### config.mk
export PLATFORM = sky130hd
export DESIGN_NAME = ram_port_arbiter
export DESIGN_NICKNAME = d
export VERILOG_FILES = /design/src/rtl/cpu_pkg.sv /design/src/rtl/ld_addr_counter.sv /design/src/rtl/ram_port_arbiter.sv
export SDC_FILE = /design/constraint.sdc
export NUM_CORES = 1
export LEC_CHECK = 0
export BUFFER_PORTS_ARGS = -buffer_cell sky130_fd_sc_hd__buf_2
export CAP_MARGIN = 20
export CELL_PAD_IN_SITES_DETAIL_PLACEMENT = 1
export CELL_PAD_IN_SITES_GLOBAL_PLACEMENT = 1
export CORE_ASPECT_RATIO = 1.25
export CORE_MARGIN = 2
export CORE_UTILIZATION = 26
export DETAILED_ROUTE_END_ITERATION = 8
export MAX_ROUTING_LAYER = met4
export PLACE_DENSITY = 0.87
export SETUP_SLACK_MARGIN = 0.05
export SLEW_MARGIN = 0
export SYNTH_ARGS = -nofsm -noshare
export SYNTH_HDL_FRONTEND = slang
export SYNTH_SLANG_ARGS = --single-unit
### constraint.sdc
create_clock -name clk -period 1.85 [get_ports clk]
set_input_delay 0.0925 -clock clk [delete_from_list [all_inputs] [get_ports clk]]
set_output_delay 0.0925 -clock clk [all_outputs]
set_load 0.01 [all_outputs]
### src/rtl/cpu_pkg.sv
// Shared definitions for the CPU RAM-port arbiter slice.
//   DEF_ADDR_W / DEF_DATA_W : default RAM address / data widths (16x8 RAM)
//   arb_state_t             : RAM-port ownership state machine encoding
package cpu_pkg;

    localparam int DEF_ADDR_W = 4;
    localparam int DEF_DATA_W = 8;

    typedef enum logic [1:0] {
        CPU_OWN = 2'd0,  // CPU drives the RAM port directly
        DRAIN   = 2'd1,  // CPU stalled, waiting for its in-flight access to end
        LOAD    = 2'd2,  // loader owns the RAM port
        FINISH  = 2'd3   // one-cycle session close, ld_done pulse
    } arb_state_t;

endpackage

### src/rtl/ld_addr_counter.sv
// Load-session write pointer and byte counter.
//   clk, rst   : clock, synchronous active-high reset
//   load       : start of session; ptr <= base, count <= 0
//   base       : first write address of the session
//   inc        : one byte accepted; ptr advances (wrapping), count increments
//   ptr        : current loader write address
//   count      : bytes written this session, 0..2**ADDR_W (saturates at full)
//   last_slot  : the next accepted byte fills the RAM (count == 2**ADDR_W - 1)
module ld_addr_counter
    import cpu_pkg::*;
#(
    parameter int ADDR_W = DEF_ADDR_W
) (
    input  logic              clk,
    input  logic              rst,
    input  logic              load,
    input  logic [ADDR_W-1:0] base,
    input  logic              inc,
    output logic [ADDR_W-1:0] ptr,
    output logic [ADDR_W:0]   count,
    output logic              last_slot
);

    localparam logic [ADDR_W:0] FULL = {1'b1, {ADDR_W{1'b0}}};

    logic [ADDR_W-1:0] ptr_q, ptr_d;
    logic [ADDR_W:0]   count_q, count_d;

    // NOTE: every signal written here gets a default first, so no path leaves it unassigned and no latch is inferred.
    always_comb begin
        ptr_d   = ptr_q;
        count_d = count_q;
        if (load) begin
            ptr_d   = base;
            count_d = '0;
        end else if (inc && (count_q != FULL)) begin
            // Pointer wraps naturally at 2**ADDR_W; count stops at full.
            ptr_d   = ptr_q + 1'b1;
            count_d = count_q + 1'b1;
        end
    end

    // NOTE: state registers use non-blocking assignments so all flops update together on the edge.
    always_ff @(posedge clk) begin
        if (rst) begin
            ptr_q   <= '0;
            count_q <= '0;
        end else begin
            ptr_q   <= ptr_d;
            count_q <= count_d;
        end
    end

    assign ptr       = ptr_q;
    assign count     = count_q;
    assign last_slot = (count_q == (FULL - 1'b1));

endmodule

### src/rtl/ram_port_arbiter.sv
// Shares the 16x8 program/data RAM between the CPU control path and an
// external byte-stream program loader.
//   CPU side    : cpu_addr/cpu_wdata/cpu_ce_n/cpu_we_n in, cpu_rdata out,
//                 cpu_hold freezes the stage sequencer during a load session
//   Loader side : ld_start/ld_base open a session, ld_valid/ld_data/ld_last
//                 stream bytes, ld_ready/ld_busy/ld_done/ld_count report status
//   RAM side    : ram_addr/ram_wdata/ram_ce/ram_we out (active-high), ram_rdata in
module ram_port_arbiter
    import cpu_pkg::*;
#(
    parameter int ADDR_W = DEF_ADDR_W,
    parameter int DATA_W = DEF_DATA_W
) (
    input  logic              clk,
    input  logic              rst,
    input  logic [ADDR_W-1:0] cpu_addr,
    input  logic [DATA_W-1:0] cpu_wdata,
    input  logic              cpu_ce_n,
    input  logic              cpu_we_n,
    output logic [DATA_W-1:0] cpu_rdata,
    output logic              cpu_hold,
    input  logic              ld_start,
    input  logic [ADDR_W-1:0] ld_base,
    input  logic              ld_valid,
    input  logic [DATA_W-1:0] ld_data,
    input  logic              ld_last,
    output logic              ld_ready,
    output logic              ld_busy,
    output logic              ld_done,
    output logic [ADDR_W:0]   ld_count,
    output logic [ADDR_W-1:0] ram_addr,
    output logic [DATA_W-1:0] ram_wdata,
    output logic              ram_ce,
    output logic              ram_we,
    input  logic [DATA_W-1:0] ram_rdata
);

    arb_state_t        state_q, state_d;
    logic              ctr_load;
    logic              ctr_inc;
    logic              accept;
    logic              last_slot;
    logic [ADDR_W-1:0] ptr;

    ld_addr_counter #(.ADDR_W(ADDR_W)) u_ctr (
        .clk       (clk),
        .rst       (rst),
        .load      (ctr_load),
        .base      (ld_base),
        .inc       (ctr_inc),
        .ptr       (ptr),
        .count     (ld_count),
        .last_slot (last_slot)
    );

    // The loader never reads, so read data always goes straight to the CPU.
    assign cpu_rdata = ram_rdata;

    always_comb begin
        state_d   = state_q;
        cpu_hold  = 1'b0;
        ld_ready  = 1'b0;
        ld_busy   = 1'b0;
        ld_done   = 1'b0;
        ctr_load  = 1'b0;
        ctr_inc   = 1'b0;
        accept    = 1'b0;
        // CPU owns the port unless a state below overrides it.
        ram_addr  = cpu_addr;
        ram_wdata = cpu_wdata;
        ram_ce    = ~cpu_ce_n;
        ram_we    = ~cpu_we_n & ~cpu_ce_n;

        unique case (state_q)
            CPU_OWN: begin
                if (ld_start) begin
                    state_d  = DRAIN;
                    ctr_load = 1'b1;
                end
            end
            DRAIN: begin
                // CPU keeps the port so an access already under way can finish.
                cpu_hold = 1'b1;
                ld_busy  = 1'b1;
                if (cpu_ce_n) begin
                    state_d = LOAD;
                end
            end
            LOAD: begin
                cpu_hold  = 1'b1;
                ld_busy   = 1'b1;
                ld_ready  = 1'b1;
                accept    = ld_valid;
                ram_addr  = ptr;
                ram_wdata = ld_data;
                ram_ce    = accept;
                ram_we    = accept;
                ctr_inc   = accept;
                if (accept && (ld_last || last_slot)) begin
                    state_d = FINISH;
                end
            end
            FINISH: begin
                cpu_hold = 1'b1;
                ld_busy  = 1'b1;
                ld_done  = 1'b1;
                ram_ce   = 1'b0;
                ram_we   = 1'b0;
                state_d  = CPU_OWN;
            end
            default: begin
                state_d = CPU_OWN;
            end
        endcase
    end

    // NOTE: reset is synchronous, so rst only takes effect on a clock edge and overrides any same-cycle ld_start.
    always_ff @(posedge clk) begin
        if (rst) begin
            state_q <= CPU_OWN;
        end else begin
            state_q <= state_d;
        end
    end

endmodule

==> impl.org <==
** Run status
- Status :: finished clean

** Setup path
- Largest stage delay on the critical path :: 460 ps
- Cell Chain, Critical Path :: inv_1 > ha_1 > nor4bb_1 > buf_4 > or4_1 > a311oi_1
- Data on the critical path arrives at its endpoint at 1880 ps.
- Measured in cells, the most critical reg-to-reg path has a length of 6.
- The startpoint identified for the worst register-to-register timing path is u_ctr.count[1].
- In this run the critical register-to-register path is captured at u_ctr.ptr[3].
- Crit path max-delay cell type :: or4_1
- Required time worst endpoint :: 2000 ps
- Kind of end point of the critical path :: flop
- The worst register-to-register path has a setup slack of 120 ps.
- The critical path is of the reg -> reg type.
- In this run the worst path has a maximum fanout of 7.
- Startpoint class of the critical path :: flop

** Placed design
- Total half-perimeter wirelength after legalization and detailed placement :: 2150 um
- At the end of routability-driven placement, the weighted congestion stood at 0.700.
- Count of input and output buffers :: 53
- Area after DPL :: 1160 sq um

** STA
- The count of endpoints failing hold in the final timing report is 0.
- Post-route clock skew :: 4.64 ps
- Final critical-path share of the clock period :: 93.4%
- Minimum clock period after layout :: 1730 ps
- The count of pins over their slew limit came to 0.
- Headroom to the max-slew limit came out at 75.4%.
- For the final routed database, the setup TNS stands at 0 ps.
- Setup violations remaining at the end of the flow were counted as 0.
- Timing would allow up to 578 MHz.
- Unrepaired setup endpoints after global routing :: true
- For the pin with the worst max-slew slack, the measured transition is 364 ps.

** Yosys
- Sequential area share after synthesis :: 24.2%
- Register bit total from synthesis :: 11
- The number of different library cells used by synthesis comes to 29.
- Syn_nets :: 152
- Total number of yosys warnings :: 0
- Post-synthesis area per instance :: 8.73 sq um
- Synthesis produced a netlist whose cell count is 104.
- The synthesized netlist occupies a cell area of 908 sq um.

** Routing
- Detail-routed net length per standard cell :: 13.8 um
- After the first detailed-routing iteration, the DRC count stood at 22.
- Across all layers, the routed design uses 946 vias.
- Before antenna repair, the detailed router went through 4 iterations.
- In the routed design, unresolved DRC markers number 0.
- Sum of routed wire length over all layers :: 2640 um
- In the routed layout, each cell is associated on average with a via count of 4.95.
- The detail route stage leaves a number of antenna-violating nets equal to 0.

** Global route
- Aggregate global-route resource usage :: 13.9%
- Pin count of the biggest net entering global routing :: 16
- Number of global-route vias before repair :: 963
- Antenna violations before repair :: 0
- The first global-routing pass estimated 4240 um of wire.
- For this run the aggregate overflow at the end of global routing stands at 0.

** Worst hold path
- Hold Path Sink :: u_ctr.ptr[1]
- Min-Delay Startpoint :: rst
- The worst hold path passes through 2 cells.
- Class of the worst hold path :: in -> reg

** Die
- After floorplanning, the core was divided into 24 placement rows.
- Die height :: 70.1 um
- 70 I/O pins were placed.
- For this configuration, the core starts out at a cell density of 26.5%.
- Placeable core area :: 3420 sq um
- The die is 56.9 um wide.
- Die area :: 3990 sq um

** Power
- The worst-case IR drop observed on VDD is 0.473 mV.
- Power density over the cells :: 962 nW/um^2
- The analysis attributes to cell leakage a power of 0.577 nW.

** Final layout
- Post-layout instance area :: 1220 sq um
- Layout-stage area growth over the synthesis result :: 34.7%
- Antenna diode instance count :: 0
- In the final layout, the share of cells above drive strength 1 is 50.7%.
- Number of nets at the end of the flow :: 201

** Clock network
- In this run the number of H-tree levels came out at 1.
- Deepest clock path buffer count :: 2
- Clock sinks :: 11
- Clock tree from TritonCTS :: yes
- Buffers inserted during clock tree synthesis total 3.
- Clock-pin slew was measured on the worst setup and hold paths at 50 ps.
- Clock root buffer :: clkbuf_8
- Clock insertion delay at the later pin of the skew report :: 240 ps

** Flow run
- Max-cap violations in this run came to 0.
-- what timing repair did --
action,in CTS,in global routing
resized for setup,2,4
hold buffers,0,0
setup endpoints to repair,14,15
gates cloned,0,0
buffers inserted,0,0
hold endpoints to repair,0,0
-- state kept, by name, indices dropped and copies added (netlist names) --
signal	cells
state_q	2
u_ctr.count	5
u_ctr.ptr	4
-- logic make-up after synthesis --
| family | synth area share [%] |
|---|---|
| buf+inv | 13.1 |
| compound gates | 14.6 |
| simple gates | 19.7 |
| fa+ha+maj | 12.4 |
| flops | 24.2 |
| mux | 16.0 |
-- critical path, delay by kind of cell (launching register included) --
family | cells | cell delay, ps
flops | 1 | 360
simple gates | 2 | 610
fa+ha+maj | 1 | 200
buf+inv | 2 | 220
compound gates | 1 | 250
-- per-stage QoR --
step | util [%] | total power, mW | cells | setup slack (ps) | hold slack, ps
4_1_cts | 35.4 | 1.18 | 191 | 51.2 | 114
5_1_grt | 35.7 | 1.26 | 191 | 42.8 | 129
6_report | 35.7 | 1.18 | 191 | 121 | 124
3_5_place_dp | 33.9 | 0.917 | 187 | 65.2 | 185
3_3_place_gp | 33.9 | 0.891 | 187 | 161 | 185
2_1_floorplan | - | 0.742 | 104 | 204 | 165
-- where the power goes --
group | switching (mW) | total [mW] | internal [mW]
clock network | 0.0928 | 0.244 | 0.152
logic | 0.319 | 0.605 | 0.286
registers | 0.0447 | 0.327 | 0.282
-- worst max path at each step --
| stage | to | slack (ps) | cells past startpoint | from |
|---|---|---|---|---|
| after CTS | u_ctr.ptr[3] | 50 | 6 | u_ctr.count[1] |
| after floorplan | u_ctr.ptr[3] | 200 | 6 | state_q[0] |
| after global routing | u_ctr.ptr[3] | 40 | 6 | u_ctr.count[1] |
| after global placement | u_ctr.ptr[2] | 160 | 6 | state_q[0] |
| after detailed placement | u_ctr.ptr[2] | 70 | 6 | state_q[0] |
| final | u_ctr.ptr[3] | 120 | 6 | u_ctr.count[1] |
-- placed cells by master, fill, tap and decap left out, types with 2 or more instances in the layout --
cell and instances:
buf_2 53, or3_1 4, or4_1 2, dfxtp_1 9, nand3_1 6, o21ai_0 9
a21oi_1 4, a311oi_1 4, clkbuf_8 3, nand2_1 2, nor2b_1 2, mux2_2 12
nor2_1 5, inv_1 6, dfxtp_2 2, buf_4 3, ha_1 8, nand2b_1 3
-- cell usage after synthesis, drive strengths merged --
master | instances | area share (%)
clkbuf | 1 | 0.41
nor2 | 5 | 2.1
o31ai | 1 | 0.83
a211o | 1 | 0.96
nor4bb | 1 | 1.1
o21ai | 9 | 5.0
a211oi | 1 | 0.83
or3 | 4 | 2.8
nor2b | 2 | 1.4
ha | 9 | 12
a311oi | 4 | 3.9
mux2i | 1 | 1.1
and2 | 1 | 0.69
mux2 | 12 | 15
nand4bb | 1 | 1.2
buf | 12 | 9.8
or4 | 2 | 1.7
dfxtp | 11 | 24
nand2b | 3 | 2.1
nor4 | 1 | 0.69
nand2 | 3 | 2.1
nand3 | 6 | 3.3
a221oi | 1 | 0.96
a21oi | 4 | 2.2
and3 | 1 | 0.69
inv | 7 | 2.9
-- layer usage --
layer	track usage (%)	vias to the layer above	part of all wire, %
met5	-	-	0
met1	14.9	448	40
met3	3.15	8	5.6
li1	-	460	-
met4	8.01	0	2.4
met2	23.3	30	52
-- final cells by class --
class / count / area [sq um]
clock buffers: 4 / 45.0
fillers: 438 / 2200
inverters: 7 / 26.3
multi-input cells: 73 / 582
flip-flops and latches: 11 / 223
well taps: 39 / 48.8
repair buffers: 57 / 299
No activity file was read; power rests on OpenSTA's default activity.
